--- config.mk ---
export PLATFORM = sky130hd
export DESIGN_NAME = ascii_decoder
export DESIGN_NICKNAME = d
export VERILOG_FILES = /design/src/rtl/ascii_decoder.sv
export SDC_FILE = /design/constraint.sdc
export NUM_CORES = 1
export LEC_CHECK = 0
export ABC_CLOCK_PERIOD_IN_PS = 2900
export CAP_MARGIN = 40
export CORE_ASPECT_RATIO = 0.6
export CORE_MARGIN = 3
export CORE_UTILIZATION = 45
export DETAILED_ROUTE_END_ITERATION = 16
export PLACE_DENSITY = 0.68
export SYNTH_ARGS = -nofsm -noshare
export SYNTH_HDL_FRONTEND = slang
export SYNTH_SLANG_ARGS = --single-unit
--- constraint.sdc ---
create_clock -name clk -period 2.9 [get_ports clk]
set_clock_uncertainty 0.05 [all_clocks]
set_input_delay 0.58 -clock clk [delete_from_list [all_inputs] [get_ports clk]]
set_output_delay 0.58 -clock clk [all_outputs]
set_load 0.01 [all_outputs]
--- src/rtl/ascii_decoder.sv ---
// ascii_decoder: turns a UART byte stream of the form <hexA><op><hexB><term>
// into ALU operands plus a one-cycle start strobe.
//
// Ports
//   clk        : system clock, rising edge
//   rst        : synchronous active-high reset
//   uart_in    : received ASCII byte, sampled when uart_valid=1
//   uart_valid : one-cycle strobe qualifying uart_in
//   alu_done   : one-cycle strobe from the ALU ending the current operation
//   op_a/op_b  : registered 32-bit operands, updated only with alu_start
//   opcode     : registered operator code (+:0 -:1 *:2 &:3 |:4)
//   alu_start  : one-cycle strobe, operands/opcode valid
//   parse_err  : one-cycle strobe, malformed expression detected
//   echo_out   : echoed byte (echo build only, else 0)
//   echo_valid : echo strobe (echo build only, else 0)
//
// Build option: define ASCII_DECODER_ECHO_EN to echo every received byte
// one cycle later; otherwise echo_out/echo_valid are tied to 0.

module ascii_decoder (
  input  logic        clk,
  input  logic        rst,
  input  logic [7:0]  uart_in,
  input  logic        uart_valid,
  input  logic        alu_done,
  output logic [31:0] op_a,
  output logic [31:0] op_b,
  output logic [2:0]  opcode,
  output logic        alu_start,
  output logic        parse_err,
  output logic [7:0]  echo_out,
  output logic        echo_valid
);

  localparam int unsigned DATA_W     = 32;
  localparam int unsigned NIB_W      = 4;
  localparam int unsigned BYTE_W     = 8;
  localparam int unsigned OPC_W      = 3;
  localparam int unsigned CNT_W      = 4;
  localparam int unsigned MAX_DIGITS = 8;

  typedef enum logic [2:0] {
    IDLE = 3'd0,
    OPA  = 3'd1,
    OPB  = 3'd2,
    WAIT = 3'd3,
    ERR  = 3'd4
  } state_t;

  // Character classification helpers
  function automatic logic is_hex(input logic [BYTE_W-1:0] c);
    return ((c >= 8'h30) && (c <= 8'h39)) ||
           ((c >= 8'h41) && (c <= 8'h46)) ||
           ((c >= 8'h61) && (c <= 8'h66));
  endfunction

  function automatic logic [NIB_W-1:0] hex_val(input logic [BYTE_W-1:0] c);
    if (c <= 8'h39)      return NIB_W'(c - 8'h30);
    else if (c <= 8'h46) return NIB_W'(c - 8'h37);
    else                 return NIB_W'(c - 8'h57);
  endfunction

  function automatic logic is_op(input logic [BYTE_W-1:0] c);
    return (c == 8'h2B) || (c == 8'h2D) || (c == 8'h2A) ||
           (c == 8'h26) || (c == 8'h7C);
  endfunction

  function automatic logic [OPC_W-1:0] op_code(input logic [BYTE_W-1:0] c);
    case (c)
      8'h2B:   return OPC_W'(0);
      8'h2D:   return OPC_W'(1);
      8'h2A:   return OPC_W'(2);
      8'h26:   return OPC_W'(3);
      8'h7C:   return OPC_W'(4);
      default: return OPC_W'(0);
    endcase
  endfunction

  state_t             state;
  logic [DATA_W-1:0]  acc_a;
  logic [DATA_W-1:0]  acc_b;
  logic [CNT_W-1:0]   cnt_a;
  logic [CNT_W-1:0]   cnt_b;
  logic [OPC_W-1:0]   code_q;

  logic               byte_hex;
  logic               byte_op;
  logic               byte_term;
  logic               byte_space;
  logic [NIB_W-1:0]   nibble;
  logic [OPC_W-1:0]   byte_code;

  // Decode of the current byte
  assign byte_hex   = is_hex(uart_in);
  assign byte_op    = is_op(uart_in);
  assign byte_term  = (uart_in == 8'h3D) || (uart_in == 8'h0D);
  assign byte_space = (uart_in == 8'h20);
  assign nibble     = hex_val(uart_in);
  assign byte_code  = op_code(uart_in);

  // Parser FSM with registered strobes and operand outputs.
  // On an error the partial expression is dropped immediately; if the
  // offending byte is itself a terminator the expression is already over,
  // so the parser returns straight to IDLE instead of waiting in ERR.
  always_ff @(posedge clk) begin
    if (rst) begin
      state     <= IDLE;
      acc_a     <= '0;
      acc_b     <= '0;
      cnt_a     <= '0;
      cnt_b     <= '0;
      code_q    <= '0;
      op_a      <= '0;
      op_b      <= '0;
      opcode    <= '0;
      alu_start <= 1'b0;
      parse_err <= 1'b0;
    end else begin
      alu_start <= 1'b0;
      parse_err <= 1'b0;
      case (state)
        IDLE: begin
          if (uart_valid) begin
            if (byte_hex) begin
              acc_a <= DATA_W'(nibble);
              cnt_a <= CNT_W'(1);
              state <= OPA;
            end else if (!(byte_term || byte_space)) begin
              parse_err <= 1'b1;
              state     <= ERR;
            end
          end
        end

        OPA: begin
          if (uart_valid && !byte_space) begin
            if (byte_hex && (cnt_a != CNT_W'(MAX_DIGITS))) begin
              acc_a <= {acc_a[DATA_W-NIB_W-1:0], nibble};
              cnt_a <= cnt_a + CNT_W'(1);
            end else if (byte_op) begin
              code_q <= byte_code;
              state  <= OPB;
            end else begin
              parse_err <= 1'b1;
              acc_a     <= '0;
              acc_b     <= '0;
              cnt_a     <= '0;
              cnt_b     <= '0;
              code_q    <= '0;
              state     <= byte_term ? IDLE : ERR;
            end
          end
        end

        OPB: begin
          if (uart_valid && !byte_space) begin
            if (byte_hex && (cnt_b != CNT_W'(MAX_DIGITS))) begin
              acc_b <= {acc_b[DATA_W-NIB_W-1:0], nibble};
              cnt_b <= cnt_b + CNT_W'(1);
            end else if (byte_term && (cnt_b != '0)) begin
              op_a      <= acc_a;
              op_b      <= acc_b;
              opcode    <= code_q;
              alu_start <= 1'b1;
              state     <= WAIT;
            end else begin
              parse_err <= 1'b1;
              acc_a     <= '0;
              acc_b     <= '0;
              cnt_a     <= '0;
              cnt_b     <= '0;
              code_q    <= '0;
              state     <= byte_term ? IDLE : ERR;
            end
          end
        end

        // Incoming bytes are dropped until the ALU finishes
        WAIT: begin
          if (alu_done) begin
            acc_a  <= '0;
            acc_b  <= '0;
            cnt_a  <= '0;
            cnt_b  <= '0;
            code_q <= '0;
            state  <= IDLE;
          end
        end

        // Discard the rest of a bad expression up to its terminator
        ERR: begin
          if (uart_valid && byte_term) begin
            acc_a  <= '0;
            acc_b  <= '0;
            cnt_a  <= '0;
            cnt_b  <= '0;
            code_q <= '0;
            state  <= IDLE;
          end
        end

        default: state <= IDLE;
      endcase
    end
  end

`ifdef ASCII_DECODER_ECHO_EN
  // Echo every received byte one cycle later, regardless of parser state
  always_ff @(posedge clk) begin
    if (rst) begin
      echo_out   <= '0;
      echo_valid <= 1'b0;
    end else begin
      echo_valid <= uart_valid;
      if (uart_valid) begin
        echo_out <= uart_in;
      end
    end
  end
`else
  assign echo_out   = '0;
  assign echo_valid = 1'b0;
`endif

endmodule

==> results of run 1 <==
-- worst paths after layout --
kind / from / to / slack [ns] / cells past startpoint
max reg2reg: state[1]$_SDFFE_PP0P_ / acc_a[8]$_SDFFE_PP0P_ / 0.30 / 7
min reg2reg: op_b[26]$_SDFFE_PP0P_ / op_b[26]$_SDFFE_PP0P_ / 0.40 / 2
max: uart_in[0] / acc_a[8]$_SDFFE_PP0P_ / 0.17 / 10
min: op_b[26]$_SDFFE_PP0P_ / op_b[26]$_SDFFE_PP0P_ / 0.40 / 2
-- layout by cell type (no fill, tap or decap), types with 3 or more instances in the layout --
cell             Yosys  final
dfxtp_1            147    147
a21oi_1            141    141
nand2_1            142    141
clkdlybuf4s50_1      0     79
nand4_1             71     71
o21ai_0             70     70
buf_4               11     48
clkbuf_16            0     17
inv_1               15     15
nor2_1              16     15
buf_12               0     12
ha_1                 9      9
conb_1               1      9
nor3_1               6      6
nand3_1              6      6
a31oi_1              5      5
xnor2_1              5      5
nand2b_1             5      5
nand4b_1             4      4
and3_1               4      4
mux2i_1              4      4
o31ai_1              4      4
a211oi_1             3      3
inv_6                0      3
clkinvlp_4           0      3
inv_8                0      3
-- where the power goes --
| group | switching [mW] | internal (mW) | leakage, nW |
|---|---|---|---|
| Combinational | 0.131 | 0.0870 | 1.29 |
| Sequential | 0.00963 | 2.02 | 1.18 |
| Clock | 0.977 | 1.22 | 0.282 |
-- state kept, by name, indices dropped and copies added (netlist names) --
| name | cells |
|---|---|
| op_b | 32 |
| parse_err | 1 |
| op_a | 32 |
| code_q | 3 |
| opcode | 3 |
| alu_start | 1 |
| acc_a | 32 |
| cnt_a | 4 |
| acc_b | 32 |
| cnt_b | 4 |
| state | 3 |
-- stage by stage --
stage          hold slack, ns  setup slack, ns  power (mW)
4_1_cts                 0.406            0.190        4.48
3_5_place_dp            0.392           -0.222        2.29
2_1_floorplan           0.378            0.371        2.21
6_report                0.402            0.167        4.45
5_1_grt                 0.420           0.0286        4.59
3_3_place_gp            0.394           -0.194        2.29
-- worst max-delay path, stage by stage --
cell	delay (ns)
clkdlybuf4s50_1	0.55
ha_1	0.21
and3_1	0.18
nand3_2	0.20
or3_1	0.53
o211ai_4	0.17
buf_12	0.16
buf_4	0.17
o21ai_0	0.12
a21oi_1	0.15
-- logic make-up (layout without fill, tap and decap cells) --
| kind of cell | Yosys count | count (layout) | share of synthesized area (%) |
|---|---|---|---|
| xor gates and xnor gates | 6 | 6 | 0.824 |
| DFF | 147 | 147 | 46.1 |
| other | 1 | 9 | 0.0588 |
| muxes | 5 | 5 | 0.804 |
| and+or+nand+nor | 276 | 276 | 21.7 |
| AOI/OAI and AO/OA | 246 | 246 | 21.4 |
| adders and majority gates | 9 | 9 | 1.77 |
| buffers and inverters | 96 | 186 | 7.30 |
-- per-layer routing --
| layer | GRT usage, % | share of wire, % | vias up |
|---|---|---|---|
| li1 | - | - | 2943 |
| met1 | 30.1 | 51 | 2738 |
| met2 | 30.6 | 43 | 191 |
| met3 | 4.96 | 6.2 | 10 |
| met4 | 4.84 | 0.52 | 0 |
| met5 | 0 | 0 | - |
-- layout make-up --
type	count	area, um2
flip-flops and latches	147	2940
repair buffers	139	1390
multi-input cells	551	3020
clock inverters	15	168
fillers	1151	5510
inverters	15	56.3
clock buffers	17	425
well taps	192	240
==> out/summary.txt, run 1 <==
Cell variety after synth -> 63
Vias -> 5882
Ports -> 90
Seq/Total Area, Yosys -> 46.1%
die width -> 160 um
Via density -> 5.47
Area contributors post-synth -> dfxtp_1 (46%), a21oi_1 (11%), nand2_1 (8.4%)
DRT antenna net count -> 0
final cell count without fillers -> 1076
kind of critical path -> in -> reg
number of synthesized flops with an enable pin -> 0
CTS Buf Count -> 17
Tightest Hold Check Type -> reg -> reg
setup TNS -> 0 ns
Critical Path Start Type -> primary input
DRC viols -> 0
Post-Route Utilization -> 59.9%
Post-synth ARST share -> 0%
Post-Place Cells -> 1044
# diodes -> 0
Avg Inst Size Synth -> 8.12 um2
vias in the first global route -> 5507
relative slew slack -> 54.5%
period utilization -> 94.2%
postcts setup bufs -> 0
post-DP HPWL -> 11200 um
NumNets Final -> 892
RSZ-0062 raised after global routing -> no
maxcap violations -> 0
Sink Count -> 147
Core Area -> 0.0137 mm2
Worst Path Max Fanout -> 14
Clk Latency, worst-skew pair -> 0.42 ns
status -> completed
die height -> 98.2 um
placer congestion estimate -> 0.867
Critical Path AT -> 3.02 ns
achievable frequency -> 0.366 GHz
Clock transition at path regs -> 0.06 ns
number of port buffers -> 80
Root Driver -> clkbuf_16
Resized cells post-CTS -> 0
Pwr Density -> 540 mW/mm2
H-tree depth -> 4
post-layout minimum cycle time -> 2.73 ns
hold_buf cts -> 0
Post-DP Area -> 0.00765 mm2
Area Overhead vs Synth -> 29.2%
top cells by count, synth -> dfxtp_1 (147), nand2_1 (142), a21oi_1 (141)
First-pass DRT Iterations -> 5
final setup violation count -> 0
share of Yosys cell area claimed by the top area cell type -> 46.1%
slew at the pin closest to its max-slew limit -> 0.682 ns
Fin. Hold Viols -> 0
Synth Flop Type -> dfxtp_1
drt total wl -> 16300 um
synthesized instance count -> 786
Worst setup EP type -> flip-flop
initial DRC count -> 326
largest net degree at the start of global routing -> 68
top-count cell post-synth -> dfxtp_1
Yosys reg bits -> 147
initial cell density of the core -> 46.4%
drt wl/cell -> 15.1 um
leakage power -> 2.76 nW
Post-Synthesis Cell Area -> 0.00638 mm2
share of cells above drive strength 1 -> 12.7%
worst vdd ir -> 0.000519 V
GRT Util Overall -> 20.6%
Overflow after GRT -> 0
synth warn -> 0
Critical Path RT -> 3.19 ns
largest area contributor in the netlist -> dfxtp_1
post-route cell area -> 0.00824 mm2
first-pass GRT wire length -> 27100 um
TritonCTS clock tree -> done
Longest Clk Path Bufs -> 2
antenna violations before repair -> 0
row count -> 33
final number of max-transition violations -> 0
die footprint -> 0.0157 mm2
No activity file was read; power rests on OpenSTA's default activity.
==> run 2, diff against run 1 <==
ABC_CLOCK_PERIOD_IN_PS = 3500   (was 2900)
CORE_UTILIZATION = 31   (was 45)
PLACE_DENSITY = default   (was 0.68)
SKIP_CTS_REPAIR_TIMING = 1   (was default)
clock period = 3.5 ns   (was 2.9 ns; I/O delays follow)
==> run 2 against run 1 <==
Compared with the run above:
- sequential cell count did not move
- first-iteration DRC count is 44% higher
- non-clock buffer count is 33 lower
- combinational power fell by 24%
- total power fell by 16%
- cell area fell by 2.3%
- largest power group unchanged
- sequential share of layout area increased by 0.83 points
- worst hold slack got worse by 0.00073 ns
- via count is 2.2% lower
- final cell count grew 3.7%
- sequential power decreased by 17%
- register-to-register slack improved by 0.76 ns
- highest routed layer unchanged
- largest cell class unchanged
==> out/summary.txt, run 2 (synthesis gave the netlist of run 1 again) <==
status -> completed
worst setup margin -> 0.532 ns
RSZ-0062 raised after global routing -> no
Area Overhead vs Synth -> 26.2%
Critical Path AT -> 3.19 ns
die width -> 191 um
relative slew slack -> 48.6%
post-DP HPWL -> 11400 um
post-layout minimum cycle time -> 2.97 ns
setup TNS -> 0 ns
leakage power -> 2.58 nW
initial DRC count -> 471
most frequent cells in the layout -> dfxtp_1 (147), a21oi_1 (141), nand2_1 (141)
number of port buffers -> 80
placer congestion estimate -> 0.860
GRT Util Overall -> 15.9%
WHS -> 0.401 ns
# diodes -> 0
Overflow after GRT -> 0
Longest Clk Path Bufs -> 2
vias in the first global route -> 5226
Fin. Hold Viols -> 0
Core Area -> 0.0196 mm2
Root Driver -> clkbuf_16
initial cell density of the core -> 32.5%
Pint -> 2.88 mW
antenna violations before repair -> 0
Via density -> 5.16
CTS Buf Count -> 17
share of cells above drive strength 1 -> 8.94%
Largest stage delay, worst path -> 0.55 ns
DRT antenna net count -> 0
period utilization -> 84.8%
Net Sw Power -> 0.854 mW
worst path cell trace -> clkdlybuf4s50_1 > ha_1 > and3_1 > nand3_2 > o41a_1 > a21o_1 > buf_4 > o31ai_1 > a21oi_1
DRC viols -> 0
Ports -> 90
row count -> 39
die height -> 117 um
largest net degree at the start of global routing -> 69
delay-heaviest family, CP -> compound AO/OA/AOI/OAI gates
Tightest Hold Check Type -> reg -> reg
sequential share of power -> 45.2%
Clk Latency, worst-skew pair -> 0.42 ns
Clk pwr share -> 50.4%
Worst setup EP type -> flip-flop
drt total wl -> 17600 um
die footprint -> 0.0224 mm2
achievable frequency -> 0.337 GHz
Place WS -> 0.120 ns
TritonCTS clock tree -> done
Switching Share -> 22.9%
drt wl/cell -> 15.8 um
CP max-delay cell -> clkdlybuf4s50_1
NumNets Final -> 859
final number of max-transition violations -> 0
Critical Path Start Type -> primary input
Worst Path Max Fanout -> 17
Clock transition at path regs -> 0.06 ns
H-tree depth -> 4
slew at the pin closest to its max-slew limit -> 0.772 ns
Pwr Density -> 463 mW/mm2
most common cell after layout, fill and taps aside -> dfxtp_1
Vias -> 5754
maxcap violations -> 0
Post-Route Utilization -> 41.1%
first-pass GRT wire length -> 28600 um
CP Buf/Inv Count -> 2
Sink Count -> 147
worst vdd ir -> 0.000302 V
Critical Path RT -> 3.72 ns
kind of critical path -> in -> reg
power share of the combinational group -> 4.4%
First-pass DRT Iterations -> 6
final setup violation count -> 0
[run 2: cell types whose count changed in the layout (fill, tap and decap cells not counted), sizes merged]
| cell | delta |
|---|---|
| buf | -33 |
| bufinv | +2 |
| clkbuf | +3 |
| clkinv | -2 |
| inv | -4 |
[run 2: stage by stage]
step	std cells	total power, mW	instance area, um2
2_1_floorplan	794	1.83	6410
3_3_place_gp	1085	1.88	7450
3_5_place_dp	1085	1.89	7450
4_1_cts	1116	3.76	8050
5_1_grt	1116	3.85	8050
6_report	1116	3.73	8050
[run 2: metal layers]
metal / up-vias / track usage, % / wire length, um
met3: 10 / 3.13 / 1050
met1: 2678 / 25.4 / 9470
li1: 2883 / - / -
met2: 183 / 21.4 / 6960
met5: - / 0 / 0
met4: 0 / 4.10 / 126
[run 2: worst min-delay path, delay by kind of cell (launching register included)]
kind             cells  cell delay (ns)
flip-flops           1             0.30
AND/OR/NAND/NOR      1             0.05
AO/OA/AOI/OAI        1             0.05
[run 2: path summary, 6_finish.rpt]
check,startpoint,end,slack (ns),cells past startpoint
setup / recovery,uart_in[0],cnt_a[3]$_SDFFE_PP0P_,0.53,9
hold / removal,op_a[10]$_SDFFE_PP0P_,op_a[10]$_SDFFE_PP0P_,0.40,2
hold reg to reg,op_a[10]$_SDFFE_PP0P_,op_a[10]$_SDFFE_PP0P_,0.40,2
setup reg to reg,state[1]$_SDFFE_PP0P_,acc_b[12]$_SDFFE_PP0P_,1.06,7
[run 2: area by class of cell]
cell class | count | area [um2]
Multi-Input combinational cell | 551 | 3020
Clock buffer | 20 | 447
Inverter | 15 | 56.3
Tap cell | 266 | 333
Clock inverter | 11 | 153
Sequential cell | 147 | 2940
Fill cell | 1990 | 11600
Timing Repair Buffer | 106 | 1110
[run 2: power by group through the flow]
stage	Clock [mW]	Sequential [mW]	Combinational [mW]
global route	1.98	1.69	0.181
global placement	0	1.72	0.163
finish	1.88	1.69	0.166
floorplan	0	1.72	0.117
CTS	1.91	1.68	0.164
detailed placement	0	1.72	0.163
==> run 3, diff against run 2 <==
ABC_CLOCK_PERIOD_IN_PS = 2600   (was 3500)
clock period = 2.6 ns   (was 3.5 ns; I/O delays follow)
==> run 3 against run 2 <==
Compared with the run above:
- count of clock-buffer cells in the layout rose by 1
- worst hold slack barely moved
- total power rose by 38%
- sequential power rose by 34%
- critical path type unchanged
- critical endpoint is now cnt_b[2]$_SDFFE_PP0P_
==> out/summary.txt, run 3 (synthesis gave the netlist of run 1 again) <==
routed wl met2 -> 7330 um
leakage power -> 2.92 nW
slew at the pin closest to its max-slew limit -> 0.648 ns
Vias -> 5979
initial DRC count -> 520
antenna violations before repair -> 0
most used cell, CP -> buf_4
first-pass GRT wire length -> 28700 um
final setup violation count -> 0
achievable frequency -> 0.400 GHz
CTS Buf Count -> 17
status -> completed
reg2reg setup slack -> 0.25 ns
worst vdd ir -> 0.000412 V
Tightest Hold Check Type -> reg -> reg
NumNets Final -> 908
post-DP HPWL -> 12000 um
Via density -> 5.13
Critical Path RT -> 2.83 ns
vias in the first global route -> 5457
share of cells above drive strength 1 -> 15.2%
H-tree depth -> 4
die height -> 117 um
met3 wire length -> 911 um
Post-Place Cells -> 1127
die width -> 191 um
GRT Util Overall -> 15.9%
Worst setup EP type -> flip-flop
most common cell after layout, fill and taps aside -> dfxtp_1
most frequent cells in the layout -> dfxtp_1 (147), nand2_1 (141), a21oi_1 (138)
initial cell density of the core -> 32.5%
TritonCTS clock tree -> done
Core Area -> 0.0196 mm2
Fin. Hold Viols -> 0
Top Metal Used -> met4
Largest stage delay, worst path -> 0.60 ns
M1 WL -> 9600 um
drt wl/cell -> 15.4 um
First-pass DRT Iterations -> 5
CP max-delay cell -> clkdlybuf4s50_1
# diodes -> 0
worst path cell trace -> clkdlybuf4s50_1 > and3_4 > nand3_4 > buf_4 > o41ai_2 > o21ai_2 > buf_4 > o31ai_1 > a21oi_1
Root Driver -> clkbuf_16
Critical Path Start Type -> primary input
final number of max-transition violations -> 0
Longest Clk Path Bufs -> 2
row count -> 39
Clock transition at path regs -> 0.06 ns
Overflow after GRT -> 0
Worst Path Max Fanout -> 23
Critical Path AT -> 2.72 ns
placer congestion estimate -> 0.869
kind of critical path -> in -> reg
relative slew slack -> 56.8%
final cell count without fillers -> 1166
Clk Latency, worst-skew pair -> 0.42 ns
Pwr Total -> 5.16 mW
period utilization -> 96.1%
drt total wl -> 18000 um
maxcap violations -> 0
number of port buffers -> 80
die footprint -> 0.0224 mm2
DRC viols -> 0
post-layout minimum cycle time -> 2.50 ns
largest net degree at the start of global routing -> 56
Area Overhead vs Synth -> 35.3%
Sink Count -> 147
Pwr Density -> 597 mW/mm2
DRT antenna net count -> 0
Ports -> 90
-- run 3: layout make-up --
cell class	instances	area, um2
flip-flops and latches	147	2940
well taps	266	333
clock buffers	21	450
inverters	15	56.3
fillers	1963	11000
repair buffers	154	1570
multi-input cells	552	3100
clock inverters	11	175
-- run 3: where the power goes --
group / total (mW) / internal, mW / switching [mW]
Sequential: 2.27 / 2.26 / 0.00745
Clock: 2.60 / 1.64 / 0.965
Combinational: 0.285 / 0.120 / 0.166
Total: 5.16 / 4.02 / 1.14
-- run 3: routing by layer --
layer	vias to the layer above	GRT usage, %
met5	-	0
met4	0	3.76
met3	14	3.57
met2	158	21.6
met1	2812	25.1
li1	2995	-
-- run 3: final timing paths --
path	depth (start not counted)	from	endpoint
worst min register to register	2	op_b[19]$_SDFFE_PP0P_	op_b[19]$_SDFFE_PP0P_
worst min-delay path	2	op_b[19]$_SDFFE_PP0P_	op_b[19]$_SDFFE_PP0P_
worst max-delay path	9	uart_in[2]	cnt_b[2]$_SDFFE_PP0P_
worst max register to register	7	state[0]$_SDFFE_PP0P_	acc_a[31]$_SDFFE_PP0P_
-- run 3: worst max-delay path, delay by kind of cell --
kind            cells  cell delay [ns]
buf+inv             3             1.00
simple gates        2             0.34
compound gates      4             0.86
-- run 3: stage by stage --
stage / hold slack [ns] / setup WS (ns) / instance area, um2 / util (%) / setup TNS, ns
2_1_floorplan: 0.378 / 0.131 / 6410 / - / 0
6_report: 0.402 / 0.102 / 8630 / 44.0 / 0
3_5_place_dp: 0.396 / -0.513 / 7810 / 39.8 / -43.75
3_3_place_gp: 0.391 / -0.440 / 7810 / 39.8 / -38.78
5_1_grt: 0.418 / -0.0264 / 8630 / 44.0 / -0.0264
4_1_cts: 0.406 / -0.0850 / 8430 / 43.0 / -0.463
